$ cat src/rtl/usb_stream_pkg.sv
// Shared constants and state encoding for the USB IN-endpoint byte stream.
// Also provides a clog2 helper for the timer and count widths.
package usb_stream_pkg;

    typedef enum logic [1:0] {
        IDLE = 2'd0,
        HOLD = 2'd1,
        SEND = 2'd2
    } pk_state_e;

    localparam int USB_FS_MAX_PKT  = 64;
    localparam int DEFAULT_TIMEOUT = 48000;

    function automatic int clog2(input int value);
        int res;
        res = 1;
        while ((32'd1 << res) < value) res = res + 1;
        return res;
    endfunction

endpackage

$ cat src/rtl/idle_timer.sv
// Clearable up-counter with a terminal flag at LIMIT-1.
// Holds its value whenever en_i is low.
module idle_timer
    import usb_stream_pkg::*;
#(
    parameter int LIMIT = DEFAULT_TIMEOUT,
    parameter int W     = clog2(LIMIT)
) (
    input  logic clk,
    input  logic reset,
    input  logic clr_i,
    input  logic en_i,
    output logic done_o
);

    logic [W-1:0] cnt_q;

    always_ff @(posedge clk) begin
        if (reset) begin
            cnt_q <= '0;
        end else if (clr_i) begin
            cnt_q <= '0;
        end else if (en_i) begin
            cnt_q <= cnt_q + 1'b1;
        end
    end

    assign done_o = (cnt_q == W'(LIMIT - 1));

endmodule

$ cat src/rtl/fifo_packetizer.sv
// Drains a byte FIFO into length-delimited valid/ready packets with lookahead.
// Optional packet counter: define FIFO_PACKETIZER_COUNT_EN.
module fifo_packetizer
    import usb_stream_pkg::*;
#(
    parameter int MAX_PKT = USB_FS_MAX_PKT,
    parameter int TIMEOUT = DEFAULT_TIMEOUT,
    parameter int CNT_W   = 16
) (
    input  logic             clk,
    input  logic             reset,
    input  logic             fifo_data_available,
    input  logic [7:0]       fifo_read_data,
    output logic             fifo_read_strobe,
    output logic             out_valid,
    input  logic             out_ready,
    output logic [7:0]       out_data,
    output logic             out_last,
    output logic [CNT_W-1:0] packet_count
);

    localparam int PW = clog2(MAX_PKT);

    pk_state_e     state_q, state_d;
    logic [7:0]    hold_q, hold_d;
    logic [PW-1:0] count_q, count_d;
    logic          last_q, last_d;
    logic          settled_q;
    logic          pop;
    logic          avail;
    logic          timer_done;

    assign avail = fifo_data_available && settled_q;

    always_comb begin
        state_d = state_q;
        hold_d  = hold_q;
        count_d = count_q;
        last_d  = last_q;
        pop     = 1'b0;
        unique case (state_q)
            IDLE: begin
                if (avail) begin
                    pop     = 1'b1;
                    state_d = HOLD;
                end
            end
            HOLD: begin
                if (count_q == PW'(MAX_PKT - 1)) begin
                    state_d = SEND;
                    last_d  = 1'b1;
                end else if (avail) begin
                    state_d = SEND;
                    last_d  = 1'b0;
                end else if (timer_done) begin
                    state_d = SEND;
                    last_d  = 1'b1;
                end
            end
            SEND: begin
                if (out_ready) begin
                    count_d = last_q ? '0 : count_q + 1'b1;
                    // Lookahead: a last=0 byte implies data is still queued.
                    if (fifo_data_available) begin
                        pop     = 1'b1;
                        state_d = HOLD;
                    end else begin
                        state_d = IDLE;
                    end
                end
            end
            default: state_d = IDLE;
        endcase
        if (pop) hold_d = fifo_read_data;
    end

    always_ff @(posedge clk) begin
        if (reset) begin
            state_q   <= IDLE;
            hold_q    <= '0;
            count_q   <= '0;
            last_q    <= 1'b0;
            settled_q <= 1'b0;
        end else begin
            state_q   <= state_d;
            hold_q    <= hold_d;
            count_q   <= count_d;
            last_q    <= last_d;
            // Cover the one-cycle RAM read latency after each pop.
            settled_q <= ~pop;
        end
    end

    idle_timer #(
        .LIMIT(TIMEOUT)
    ) u_timer (
        .clk   (clk),
        .reset (reset),
        .clr_i (pop),
        .en_i  (state_q == HOLD),
        .done_o(timer_done)
    );

    assign fifo_read_strobe = pop && !reset;
    assign out_valid        = (state_q == SEND);
    assign out_data         = hold_q;
    assign out_last         = out_valid && last_q;

`ifdef FIFO_PACKETIZER_COUNT_EN
    logic [CNT_W-1:0] pkt_cnt_q;
    logic             pkt_done;

    assign pkt_done = out_valid && out_ready && last_q;

    always_ff @(posedge clk) begin
        if (reset) begin
            pkt_cnt_q <= '0;
        end else if (pkt_done) begin
            pkt_cnt_q <= pkt_cnt_q + 1'b1;
        end
    end

    assign packet_count = pkt_cnt_q;
`else
    assign packet_count = '0;
`endif

endmodule

$ cat config.mk
export PLATFORM = sky130hd
export DESIGN_NAME = fifo_packetizer
export DESIGN_NICKNAME = d
export VERILOG_FILES = /design/src/rtl/usb_stream_pkg.sv /design/src/rtl/idle_timer.sv /design/src/rtl/fifo_packetizer.sv
export SDC_FILE = /design/constraint.sdc
export NUM_CORES = 1
export LEC_CHECK = 0
export ABC_AREA = 1
export CELL_PAD_IN_SITES_DETAIL_PLACEMENT = 2
export CELL_PAD_IN_SITES_GLOBAL_PLACEMENT = 2
export CORE_MARGIN = 2
export CORE_UTILIZATION = 31
export DETAILED_ROUTE_END_ITERATION = 12
export DONT_BUFFER_PORTS = 1
export PLACE_DENSITY = 0.85
export SLEW_MARGIN = 10
export SYNTH_ARGS = -nofsm -noshare
export SYNTH_HDL_FRONTEND = slang
export SYNTH_SLANG_ARGS = --single-unit
export TNS_END_PERCENT = 30
$ cat constraint.sdc
create_clock -name clk -period 1.3 [get_ports clk]
set_input_delay 0.065 -clock clk [delete_from_list [all_inputs] [get_ports clk]]
set_output_delay 0.065 -clock clk [all_outputs]
set_load 0.005 [all_outputs]
* After elaboration in Yosys (flattened, before gate mapping)
Index checks and enable logic that the tools add are counted.
Cells by class: $add $sub $neg 2, multipliers 0, div/mod/pow operators 0, order comparisons 0, eq/ne operators 7, shifts and indexed selects 0, multiplexer cells 15, bitwise gates (word level) 1, reductions and logical operators 10
Operator list (count):
- 16-bit by 1-bit adder with 16-bit output, second input constant | 1
- 16-bit == test, second input constant | 1
- 2-bit two-way mux | 5
- 1-bit two-way mux | 7
- 6-bit by 1-bit adder with 6-bit output, second input constant | 1
- 6-bit == test, second input constant | 1
- 6-bit two-way mux | 1
- 2-bit case mux with 3 select lines | 1
- 4-bit inequality test, second input constant | 1
- 2-bit AND reduction | 2
- 1-bit logical AND | 3
- 3-bit AND reduction | 1
- 3-bit nonzero test | 1
- 2-bit by 1-bit == test with 1-bit output, second input constant | 1
- 2-bit == test, second input constant | 1
- 2-bit zero test | 1
- 2-bit by 1-bit inequality test with 1-bit output, second input constant | 1
- 2-bit inequality test, second input constant | 1
- 1-bit case mux with 2 select lines | 1
- 2-bit OR reduction | 1
- 1-bit zero test | 1
- 1-bit NOT | 1
Word-level totals: register bits 34, latch bits 0, memory bits (writable) 0, bits in read-only memories 0, input bits 12, output and inout port bits 27, word-level logic and storage cells 41, memories 0

* Depth between registers and ports, before layout
Gate-level depths: netlist of the first run.
depth in word-level cells 5, gate-level depth with buffers 8, gate-level depth less buffers 8

* Modules after synthesis
Synthesis of the first run repeated with hierarchy kept, for this count alone.
Second synthesis, totals: cell total of the unflattened synthesis 252, area total of the unflattened synthesis 1755.4 um^2
By module, submodules not included:
- fifo_packetizer | times used 1, cells an instance 125, area each 897.1 um^2, seq. area each 360.3 um^2
- idle_timer | times used 1, cells an instance 127, area each 858.3 um^2, seq. area each 320.3 um^2

* Worst setup path before layout of the first run
No wires, ideal clock.
path kind flip-flop to flip-flop, from reg u_timer.cnt_q[0], to reg u_timer.cnt_q[14], setup time 114 ps, arrival time 1146 ps, data required time 1186 ps, setup slack 40 ps, stages on the path, launching flop included 9, buffers on the path 0, clock period less this slack 1260 ps, cell sequence dfxtp_1 -> ha_1 -> inv_1 -> nor2_2 -> nand4_4 -> nor2_2 -> nand2_1 -> nand2_1 -> nor2_1
Between the ends: cells in the longest elaborated chain, start to end 1
Ends and longest elaborated chain:
- from (decl) | line idle_timer.sv:16 | logic [W-1:0] cnt_q;
- from (signal assigned) | line idle_timer.sv:24 | cnt_q <= cnt_q + 1'b1;
- 16-bit by 1-bit adder with 16-bit output | line idle_timer.sv:24
Every way passes these cells. A chain may end at the register's enable or synchronous reset.

* Worst setup path after layout of the first run
from reg state_q[1], to reg u_timer.cnt_q[12]
Between the ends: cells in the longest elaborated chain, start to end 3, elaborated cells between the ends (all ways) 5, those cells by class eq/ne: 2; mux: 1; reduce/logical: 2
Ends and longest elaborated chain:
- from (decl) | line fifo_packetizer.sv:24 | pk_state_e state_q, state_d;
- from (signal assigned) | line fifo_packetizer.sv:85 | state_q <= state_d;
- 2-bit == test or 2-bit zero test (tied branches) | line fifo_packetizer.sv:41 | unique case (state_q)
- 1-bit case mux with 2 select lines | line fifo_packetizer.sv:41
- 2-bit OR reduction (no line)
Several ways; a longest one is shown, not always the timed one.

==> results of run 1 <==
cell usage in the layout (no fill, tap or decap), drive strengths merged:
| cell type | count |
|---|---|
| a211oi | 2 |
| a21oi | 18 |
| a22o | 8 |
| a31oi | 1 |
| and3 | 2 |
| buf | 24 |
| clkbuf | 7 |
| clkinv | 1 |
| clkinvlp | 1 |
| conb | 16 |
| dfxtp | 34 |
| dlygate4sd3 | 10 |
| ha | 2 |
| inv | 33 |
| nand2 | 41 |
| nand3 | 13 |
| nand4 | 3 |
| nor2 | 27 |
| nor3 | 6 |
| nor3b | 1 |
| o21ai | 7 |
| or2 | 3 |
| xnor2 | 1 |
| xor2 | 1 |
path summary, 6_finish.rpt:
| path | from | endpoint | slack (ps) | depth (start not counted) |
|---|---|---|---|---|
| setup reg to reg | state_q[1]$_SDFFE_PP0P_ | u_timer.cnt_q[12]$_SDFFE_PP0N_ | -170 | 8 |
| setup / recovery | state_q[1]$_SDFFE_PP0P_ | u_timer.cnt_q[12]$_SDFFE_PP0N_ | -170 | 8 |
| hold reg to reg | count_q[2]$_SDFFE_PP0P_ | count_q[2]$_SDFFE_PP0P_ | 500 | 2 |
| hold / removal | fifo_data_available | state_q[0]$_SDFFE_PP0P_ | 40 | 3 |
what timing repair did:
item,in CTS,in global routing
hold buffers,10,0
setup endpoints to repair,15,34
resized for setup,17,35
pin swaps,5,10
endpoints found under the hold margin,13,0
gates cloned,1,0
setup buffers,7,6
stage by stage:
stage / hold WS (ps) / power (uW)
after floorplan: 134 / 1230
after global placement: 135 / 1230
after detailed placement: 138 / 1240
after CTS: 23.5 / 2130
after global routing: 56.8 / 2270
final: 35.9 / 2180
worst max-delay path: stages (launching register included):
cell     delay [ps]
dfxtp_2         340
inv_4            80
buf_6           130
nand2_8          70
nor2_4          180
nand4_4         150
buf_4           170
o21ai_1         160
nor2_1           70
layout make-up:
type	count	area, um2
timing repair buffer	34	323
inverter	33	136
fill	615	3140
multi-input combinational	152	923
tap	72	90.1
clock buffer	7	86.3
clock inverter	1	5.00
timing repair inverter	1	7.51
sequential	34	692
cells by family (layout without fill, tap and decap cells):
group,Yosys count,count (layout),synth area share
compound gates,36,36,0.127
fa+ha+maj,2,2,0.0146
other cells,1,16,0.00220
xor+xnor,2,2,0.0103
flops,34,34,0.399
buf+inv,51,76,0.158
simple gates,96,96,0.290
flip-flops by register name, indices dropped and copies added (netlist names):
register	count
state_q	2
last_q	1
count_q	6
u_timer.cnt_q	16
out_data	8
settled_q	1
power by group:
group | internal (uW) | switching, uW | leakage (uW)
registers | 1060 | 27.8 | 0.000279
clock network | 428 | 426 | 0.0000482
logic | 104 | 133 | 0.000607
total | 1600 | 587 | 0.000934
metal layers:
layer | vias up | track usage | part of all wire
li1 | 760 | - | -
met1 | 816 | 0.197 | 0.38
met2 | 33 | 0.372 | 0.55
met3 | 20 | 0.0506 | 0.027
met4 | 0 | 0.102 | 0.041
met5 | - | 0 | 0
==> results.txt, run 1 <==
----------------------------------------------------
[Setup path]
  Data required time of the worst path ... about 1500 ps
  Critical path endpoint category ... flip-flop
  Critical Path Source Type ... flip-flop
  Maximum net fanout on the critical path ... 4
  Type of the setup path with the least slack ... flip-flop to flip-flop
  Critical path data arrival time ... between 1500 and 2000 ps

[Placed design]
  # placed instances ... roughly 300
  HPWL after detailed placement ... ~3600 um
  Last weighted congestion value of the routability-driven placer ... between 0.7 and 0.8
  Port Buffer Count ... 0
  Placement-stage worst setup slack ... -119 ps
  Placed standard-cell area ... between 1500 and 2000 um2

[Global routing]
  Number of global-route vias before repair ... about 1700
  Maximum number of pins on one net before global-route repair ... 11
  First-pass GRT wire length ... between 8000 and 9000 um
  Overall fraction of global-route tracks in use ... 0.197
  Gr ovfl total ... 0
  Initial antenna violation count ... 0

[Clock network]
  CTS Buffer Depth ... 2
  Clock Sink Count ... 34
  Clock Tree Root ... clkbuf_8
  Number of H-tree levels ... 2
  TritonCTS clock tree ... built
  Clock latency on the worst-skew pair ... approximately 300 ps
  Cts bufs inserted ... 5
  Clk pin slew, worst setup/hold paths ... roughly 80 ps

[Synthesis]
  Yosys top cell area share ... 0.399
  Synth Flop Type ... dfxtp_1
  Synthesis warning total ... 0
  Count of mapped cells out of synthesis ... 222
  Top cell type by total area after synthesis ... dfxtp_1
  Most area-consuming cells after synthesis ... dfxtp_1 (40%), nand2_1 (8.4%), buf_4 (7.0%)
  Synth async-reset ratio ... 0
  Most instantiated library cell after synthesis ... nand2_1
  Cell area after synthesis ... 1710 um2
  Post-synthesis average cell area ... 7.69 um2
  Cell types with the highest counts after synthesis ... nand2_1 (38), dfxtp_1 (34), inv_1 (29)
  Fraction of the yosys area taken by sequential cells ... 0.399
  Number of different library cells in the post-synthesis netlist ... 34
  Post-synth EDFFs ... 0
  Yosys reg bits ... 34

[Job]
  Maximum capacitance violations ... 0

[Pwr]
  Power density of the placed cells ... 965 nW/um2
  Maximum ir drop on the vdd rail ... just under 0.0004 V
  Leakage power total ... slightly above 0.0009 uW

[Die]
  Die Y-Extent ... slightly below 80 um
  Initial core utilization ... 0.316
  Total Die Area ... 6120 um2
  Top-Level Pins ... 39
  Die width ... about 78 um
  Core area ... around 5400 um2
  Row cnt ... 27

[Run status]
  Run status ... finished, violations left
  Failing checks ... negative setup slack

[Final layout]
  Utilization after layout ... 0.419
  Final non-filler cell total ... between 300 and 400
  Diode insertion count for antenna repair ... 0
  Area Growth Syn to Fin ... 32.5%
  Post-Layout Inst Area ... about 2300 um2
  NumNets Final ... approximately 280
  Layout cell share with drive strength beyond 1 ... 0.313

[Route]
  Count of antenna-violating nets left after detailed routing ... 0
  Routed len/inst ... slightly below 20 um
  DRC violations left ... 0
  Via count ... 1629
  DR vias/cell ... about 5
  Number of search-and-repair iterations in the first detailed-routing pass ... 4
  Total wire length after detailed routing ... 6640 um
  Number of design-rule violations left by the first detailed-router iteration ... between 50 and 60

[Worst hold path]
  Min-Delay Path Class ... input pin to flip-flop

[Timing]
  Part of the cycle the worst path needs ... 1.13
  Max Slew Vio Count ... 0
  Clock period minus final worst setup slack ... 1470 ps
  Clock Skews ... approximately 8.6 ps
  Fmax achieved ... between 600 and 700 MHz
  Final setup fails ... 30
  Setup repair after global routing missed its margin ... true
  Total negative slack for setup checks ... -1470 ps
  Total count of hold-check failures in the final report ... 0
  Final worst slack ... -169 ps

----------------------------------------------------
(Power assumes the default switching activity.)
==> run 2, diff against run 1 <==
Settings changed: ABC_AREA 1 to default, CORE_UTILIZATION 31 to 33, PLACE_DENSITY 0.85 to 0.86.
==> run 2 against run 1 <==
Final area is 3.4% higher. Sequential cell count stayed put. Clock skew is 2.1 ps lower. Total power is 0.94% higher. The run still ends with negative setup slack left. Count of clock-buffer cells in the layout stayed put. Final cell count is 11% lower. Wire length is 12% higher. Largest cell class unchanged. Area after synthesis is 4.0% lower. Utilization is 7.4 points higher. Fmax is 7.9% lower. Hold slack better by 38 ps.
==> results.txt, run 2 <==
----------------------------------------------------
[Final layout]
  Post-Layout Inst Area ... approximately 2300 um2
  Fill cells ... 512
  Commonest non-fill, non-tap cell in the layout ... dfxtp_1
  Diode insertion count for antenna repair ... 0
  Most frequent cells in the layout ... dfxtp_1 (27), buf_4 (26), nor2_1 (23)
  NumNets Final ... between 200 and 250
  Most flops, register ... u_timer.cnt_q
  Area Growth Syn to Fin ... 42.8%
  Final non-filler cell total ... roughly 300
  Layout cell share with drive strength beyond 1 ... 0.391
  Max reg flops ... 16

[Timing]
  Final worst slack ... -296 ps
  Clock period minus final worst setup slack ... 1600 ps
  Slew at the pin with the worst max-slew slack ... ~620 ps
  Slew margin rel. ... 0.585
  Fmax achieved ... between 600 and 700 MHz
  Part of the cycle the worst path needs ... 1.23
  Total count of hold-check failures in the final report ... 0
  Max Slew Vio Count ... 0
  Clock Skews ... roughly 6.4 ps
  Final setup fails ... 31
  Setup repair after global routing missed its margin ... true

[Synthesis]
  Cell types with the highest counts after synthesis ... dfxtp_1 (34), nor2_1 (28), buf_4 (16)
  Count of mapped cells out of synthesis ... approximately 190
  Synthesis warning total ... 0
  Most instantiated library cell after synthesis ... dfxtp_1
  Synth async-reset ratio ... 0
  Synth Flop Type ... dfxtp_1
  Cell area after synthesis ... 1640 um2
  Most area-consuming cells after synthesis ... dfxtp_1 (42%), buf_4 (7.3%), nor2_1 (6.4%)
  Post-synth EDFFs ... 0
  Top cell type by total area after synthesis ... dfxtp_1
  Post-synthesis average cell area ... a little under 9 um2
  Number of different library cells in the post-synthesis netlist ... 38
  Yosys reg bits ... 34
  Yosys top cell area share ... 0.415
  Fraction of the yosys area taken by sequential cells ... 0.415

[Global routing]
  Number of global-route vias before repair ... roughly 1700
  Gr ovfl total ... 0
  Overall fraction of global-route tracks in use ... 0.253
  Maximum number of pins on one net before global-route repair ... 13
  First-pass GRT wire length ... between 9000 and 10000 um
  Initial antenna violation count ... 0

[Clock network]
  Clock latency on the worst-skew pair ... just under 300 ps
  Number of H-tree levels ... 2
  Clock Sink Count ... 34
  TritonCTS clock tree ... built
  CTS Buffer Depth ... 2
  Cts bufs inserted ... 5
  Clock Tree Root ... clkbuf_8
  Clk pin slew, worst setup/hold paths ... ~70 ps

[Die]
  Top-Level Pins ... 39
  Core area ... roughly 4800 um2
  Die width ... between 70 and 80 um
  Die Y-Extent ... 74.5 um
  Initial core utilization ... 0.345
  Total Die Area ... 5550 um2
  Row cnt ... 25

[Placed design]
  Port Buffer Count ... 0
  Last weighted congestion value of the routability-driven placer ... roughly 0.75
  HPWL after detailed placement ... between 3000 and 4000 um
  Placed standard-cell area ... 1870 um2
  # placed instances ... between 200 and 300

[Pwr]
  Power density of the placed cells ... 941 nW/um2
  Pint ... 1610 uW
  Sequential power share ... 0.494
  Leakage power total ... around 0.0009 uW
  Relative contribution of combinational cells to total power ... 0.119
  Net switching share of the total power ... 0.269
  Maximum ir drop on the vdd rail ... around 0.00045 V
  Relative contribution of the clock network to total power ... 0.386
  Switching power ... between 500 and 600 uW

[Worst hold path]
  Min-Delay Path Class ... input pin to flip-flop

[Run status]
  Failing checks ... negative setup slack
  Run status ... finished, violations left

[Setup path]
  Maximum cell stage delay along the critical path ... 550 ps
  Type of the setup path with the least slack ... flip-flop to flip-flop
  Cell-by-cell trace of the critical path ... and2_1 -> nand3_1 -> or4_1 -> a21oi_2
  Maximum net fanout on the critical path ... 4
  Critical Path Source Type ... flip-flop
  Max stage delay cell, worst path ... or4_1
  Critical path endpoint category ... flip-flop
  Kind of cell adding the most delay to the critical path ... simple AND/OR/NAND/NOR gates
  Critical path data arrival time ... between 1500 and 2000 ps
  Data required time of the worst path ... ~1500 ps
  WP buf/inv ... 0

[Route]
  Count of antenna-violating nets left after detailed routing ... 0
  Number of design-rule violations left by the first detailed-router iteration ... 111
  DRC violations left ... 0
  Number of search-and-repair iterations in the first detailed-routing pass ... 4
  Via count ... about 1500
  DR vias/cell ... 5.20
  Routed len/inst ... around 25 um
  Total wire length after detailed routing ... 7420 um

[Job]
  Maximum capacitance violations ... 0

----------------------------------------------------
==> run 2: changes by cell type in the layout (fill, tap and decap cells not counted), moves of 5 or more <==
cell | previous run | this run
a21oi_1 | 14 | 2
a22o_1 | 8 | 0
buf_4 | 15 | 26
inv_1 | 27 | 4
mux2i_1 | 0 | 5
nand2_1 | 32 | 11
nand3_1 | 9 | 4
nand4_1 | 1 | 7
nor2_1 | 17 | 23
nor2_4 | 7 | 0
xor2_1 | 1 | 9
==> run 2: kinds of logic (layout without fill, tap and decap cells) <==
family	count (synthesis)	count (layout)	synth area share
AOI/OAI and AO/OA	17	17	0.0733
xor gates and xnor gates	14	14	0.0748
adders and majority gates	2	2	0.0153
buffers and inverters	28	57	0.103
DFF	34	34	0.415
muxes	10	10	0.0641
other	1	16	0.00229
and+or+nand+nor	80	80	0.252
==> run 2: final cells by class <==
cell class	count	area, um2	area share
Multi-Input combinational cell	139	1060	0.451
Inverter	4	15.0	0.00641
Tap cell	67	83.8	0.0358
Timing Repair Buffer	45	400	0.171
Clock buffer	7	86.3	0.0369
Sequential cell	34	694	0.297
Clock inverter	1	5.00	0.00214
==> run 2: worst paths after layout <==
| path | slack, ps | startpoint | to | cells after the start |
|---|---|---|---|---|
| worst max-delay path | -300 | u_timer.cnt_q[8]$_SDFFE_PP0N_ | u_timer.cnt_q[12]$_SDFFE_PP0N_ | 4 |
| worst min-delay path | 70 | fifo_data_available | last_q$_SDFFE_PP0P_ | 2 |
| worst max register to register | -300 | u_timer.cnt_q[8]$_SDFFE_PP0N_ | u_timer.cnt_q[12]$_SDFFE_PP0N_ | 4 |
| worst min register to register | 520 | count_q[1]$_SDFFE_PP0P_ | count_q[1]$_SDFFE_PP0P_ | 2 |
==> run 2: metal layers <==
metal  track usage  up-vias  wire length, um
li1              -      692                -
met1         0.273      771             2930
met2         0.471       66             4020
met3        0.0488       14              338
met4         0.121        0              143
met5             0        -                0
==> run 2: power by group through the flow <==
stage | Combinational [uW] | Clock, uW | Sequential, uW
6_report | 263 | 852 | 1090
5_1_grt | 274 | 899 | 1090
4_1_cts | 191 | 841 | 1080
3_5_place_dp | 148 | 0 | 1100
3_3_place_gp | 136 | 0 | 1100
2_1_floorplan | 135 | 0 | 1100
==> run 2: metrics by stage <==
| stage | hold slack [ps] | total power [uW] | utilization | worst slack, ps | TNS [ps] |
|---|---|---|---|---|---|
| floorplan | 166 | 1240 | - | -208 | -904 |
| global placement | 139 | 1240 | 0.393 | -168 | -609 |
| detailed placement | 141 | 1250 | 0.393 | -203 | -1690 |
| CTS | 10.5 | 2110 | 0.456 | -255 | -2290 |
| global route | 76.9 | 2260 | 0.492 | -334 | -5040 |
| finish | 74.2 | 2200 | 0.492 | -296 | -4070 |
==> run 2: what timing repair did <==
item / in CTS / in global routing
hold buffers: 9 / 1
buffers inserted: 5 / 3
setup endpoints to repair: 30 / 35
endpoints found under the hold margin: 17 / 1
pin swaps: 12 / 22
resized for setup: 24 / 43
==> run 3, diff against run 2 <==
Settings changed: CORE_ASPECT_RATIO from default to 0.7.
==> run 3 against run 2 <==
The run still ends with negative setup slack left. Global-route usage shrank 3.2 points. Critical path depth did not move. Total power decreased by 2.6%. Non-clock buffer count shrank 2. Utilization is 2.7 points lower. Sequential share of layout area up 1.2 points. Final area is 4.9% lower. Hold slack worse by 60 ps. Combinational power fell by 13%. Worst setup slack lost 0.89 ps. Wire length fell by 21%. Critical endpoint is now u_timer.cnt_q[15]$_SDFFE_PP0N_.
==> results.txt, run 3 (same netlist as run 2, synthesis figures left out) <==
----------------------------------------------------
[Pwr]
  Relative contribution of the clock network to total power ... 0.387
  Maximum ir drop on the vdd rail ... 0.000521 V
  Total Power Consumption ... ~2100 uW
  Leakage power total ... just under 0.0009 uW
  Net switching share of the total power ... 0.252
  Switching power ... 541 uW
  Sequential power share ... 0.506
  Pint ... ~1600 uW
  Relative contribution of combinational cells to total power ... 0.107
  Power density of the placed cells ... 964 nW/um2

[Die]
  Total Die Area ... 5560 um2
  Initial core utilization ... 0.343
  Die Y-Extent ... 63.0 um
  Die width ... between 80 and 90 um
  Core area ... approximately 4800 um2
  Top-Level Pins ... 39
  Row cnt ... 21

[Setup path]
  Reg-to-reg endpoint ... u_timer.cnt_q[15]$_SDFFE_PP0N_
  Cell-by-cell trace of the critical path ... mux2_4 -> a31o_4 -> or4_4 -> nand2_2
  Maximum cell stage delay along the critical path ... roughly 500 ps
  Data required time of the worst path ... 1530 ps
  Type of the setup path with the least slack ... flip-flop to flip-flop
  Max stage delay cell, worst path ... or4_4
  Endpoint of the most critical setup path ... u_timer.cnt_q[15]$_SDFFE_PP0N_
  Worst reg2reg setup slack ... -300 ps
  Critical Path Source Type ... flip-flop
  Critical path data arrival time ... between 1500 and 2000 ps
  Worst setup path startpoint ... state_q[1]$_SDFFE_PP0P_
  Launching point of the worst reg2reg path ... state_q[1]$_SDFFE_PP0P_
  Critical path endpoint category ... flip-flop
  Maximum net fanout on the critical path ... 4
  Cell depth of the worst flop-to-flop path ... 4

[Final layout]
  Final non-filler cell total ... 297
  Layout cell share with drive strength beyond 1 ... 0.325
  Most frequent cells in the layout ... dfxtp_1 (29), buf_4 (29), nor2_1 (25)
  Most flops, register ... u_timer.cnt_q
  Utilization after layout ... 0.465
  Area Growth Syn to Fin ... 35.8%
  NumNets Final ... 241
  Post-Layout Inst Area ... 2230 um2
  Max reg flops ... 16
  Diode insertion count for antenna repair ... 0

[Route]
  Via count ... 1435
  Routed len/inst ... about 20 um
  Number of search-and-repair iterations in the first detailed-routing pass ... 4
  DR vias/cell ... 4.83
  Total wire length after detailed routing ... between 5000 and 6000 um
  Count of antenna-violating nets left after detailed routing ... 0
  DRC violations left ... 0
  Number of design-rule violations left by the first detailed-router iteration ... 46

[Global routing]
  Busiest metal layer after global routing ... met2
  Overall fraction of global-route tracks in use ... 0.221
  Met1 layer usage reported by global route ... 0.266
  Number of global-route vias before repair ... 1680
  Initial antenna violation count ... 0
  Grt met2 use ... 0.383
  First-pass GRT wire length ... slightly above 9000 um
  Maximum number of pins on one net before global-route repair ... 12
  Gr ovfl total ... 0
  Met3 Use GR ... 0.0436

[Timing]
  Max Slew Vio Count ... 0
  Final setup fails ... 28
  Part of the cycle the worst path needs ... 1.23
  Setup repair after global routing missed its margin ... true
  Clock Skews ... roughly 8.0 ps
  Total negative slack for setup checks ... -2480 ps
  Fmax achieved ... around 630 MHz
  Total count of hold-check failures in the final report ... 0
  Clock period minus final worst setup slack ... about 1600 ps
  Final worst slack ... -296 ps

[Clock network]
  Clock latency on the worst-skew pair ... 290 ps
  TritonCTS clock tree ... built
  Clock Tree Root ... clkbuf_8
  Number of H-tree levels ... 2
  Clock Sink Count ... 34
  CTS Buffer Depth ... 2
  Cts bufs inserted ... 5
  Clk pin slew, worst setup/hold paths ... ~80 ps

[Placed design]
  HPWL after detailed placement ... 3600 um
  Placed standard-cell area ... between 1500 and 2000 um2
  Last weighted congestion value of the routability-driven placer ... 0.776
  # placed instances ... 276
  Port Buffer Count ... 0

[Run status]
  Failing checks ... negative setup slack
  Run status ... finished, violations left

[Worst hold path]
  Min-Delay Path Class ... input pin to flip-flop

[Job]
  Maximum capacitance violations ... 0

----------------------------------------------------
-- run 3: worst min-delay path by stage --
stage	cells after the start	slack (ps)	start	to
after global routing	3	40	fifo_data_available	state_q[1]$_SDFFE_PP0P_
after detailed placement	1	140	reset	out_data[4]$_SDFFE_PP0P_
after floorplan	1	170	reset	fifo_read_strobe
final	3	10	fifo_data_available	state_q[1]$_SDFFE_PP0P_
after global placement	1	140	reset	out_data[5]$_SDFFE_PP0P_
after CTS	2	1	reset	state_q[0]$_SDFFE_PP0P_
-- run 3: area by class of cell --
cell class,count,area (um2)
clock buffer,7,86.3
clock inverter,1,5.00
fill,523,2560
inverter,4,15.0
multi-input combinational,139,975
sequential,34,687
tap,69,86.3
timing repair buffer,43,372
-- run 3: routing by layer --
layer,share of wire,routed length (um)
met1,0.43,2500
met5,0,0
met2,0.52,3030
met4,0.027,159
met3,0.030,177
-- run 3: what timing repair did --
item	in CTS	in global routing
pin swaps	12	12
setup buffers	3	3
endpoints found under the setup margin	29	36
gates resized for setup	19	23
hold buffers	9	1
hold endpoints to repair	11	7
-- run 3: power by group through the flow --
| stage | Clock, uW | Combinational (uW) | Sequential (uW) |
|---|---|---|---|
| after floorplan | 0 | 135 | 1100 |
| after global placement | 0 | 143 | 1100 |
| after detailed placement | 0 | 154 | 1100 |
| after CTS | 841 | 192 | 1080 |
| after global routing | 893 | 245 | 1090 |
| final | 831 | 229 | 1090 |
-- run 3: metrics by stage --
step / hold slack [ps] / setup WS [ps]
2_1_floorplan: 166 / -208
3_3_place_gp: 139 / -161
3_5_place_dp: 141 / -270
4_1_cts: 1.02 / -259
5_1_grt: 35.4 / -329
6_report: 14.7 / -296
-- run 3: critical path, delay by kind of cell (launching register included) --
kind / cells / cell delay [ps]
AND/OR/NAND/NOR: 2 / 600
flip-flops: 1 / 360
multiplexers: 1 / 310
AO/OA/AOI/OAI: 1 / 250
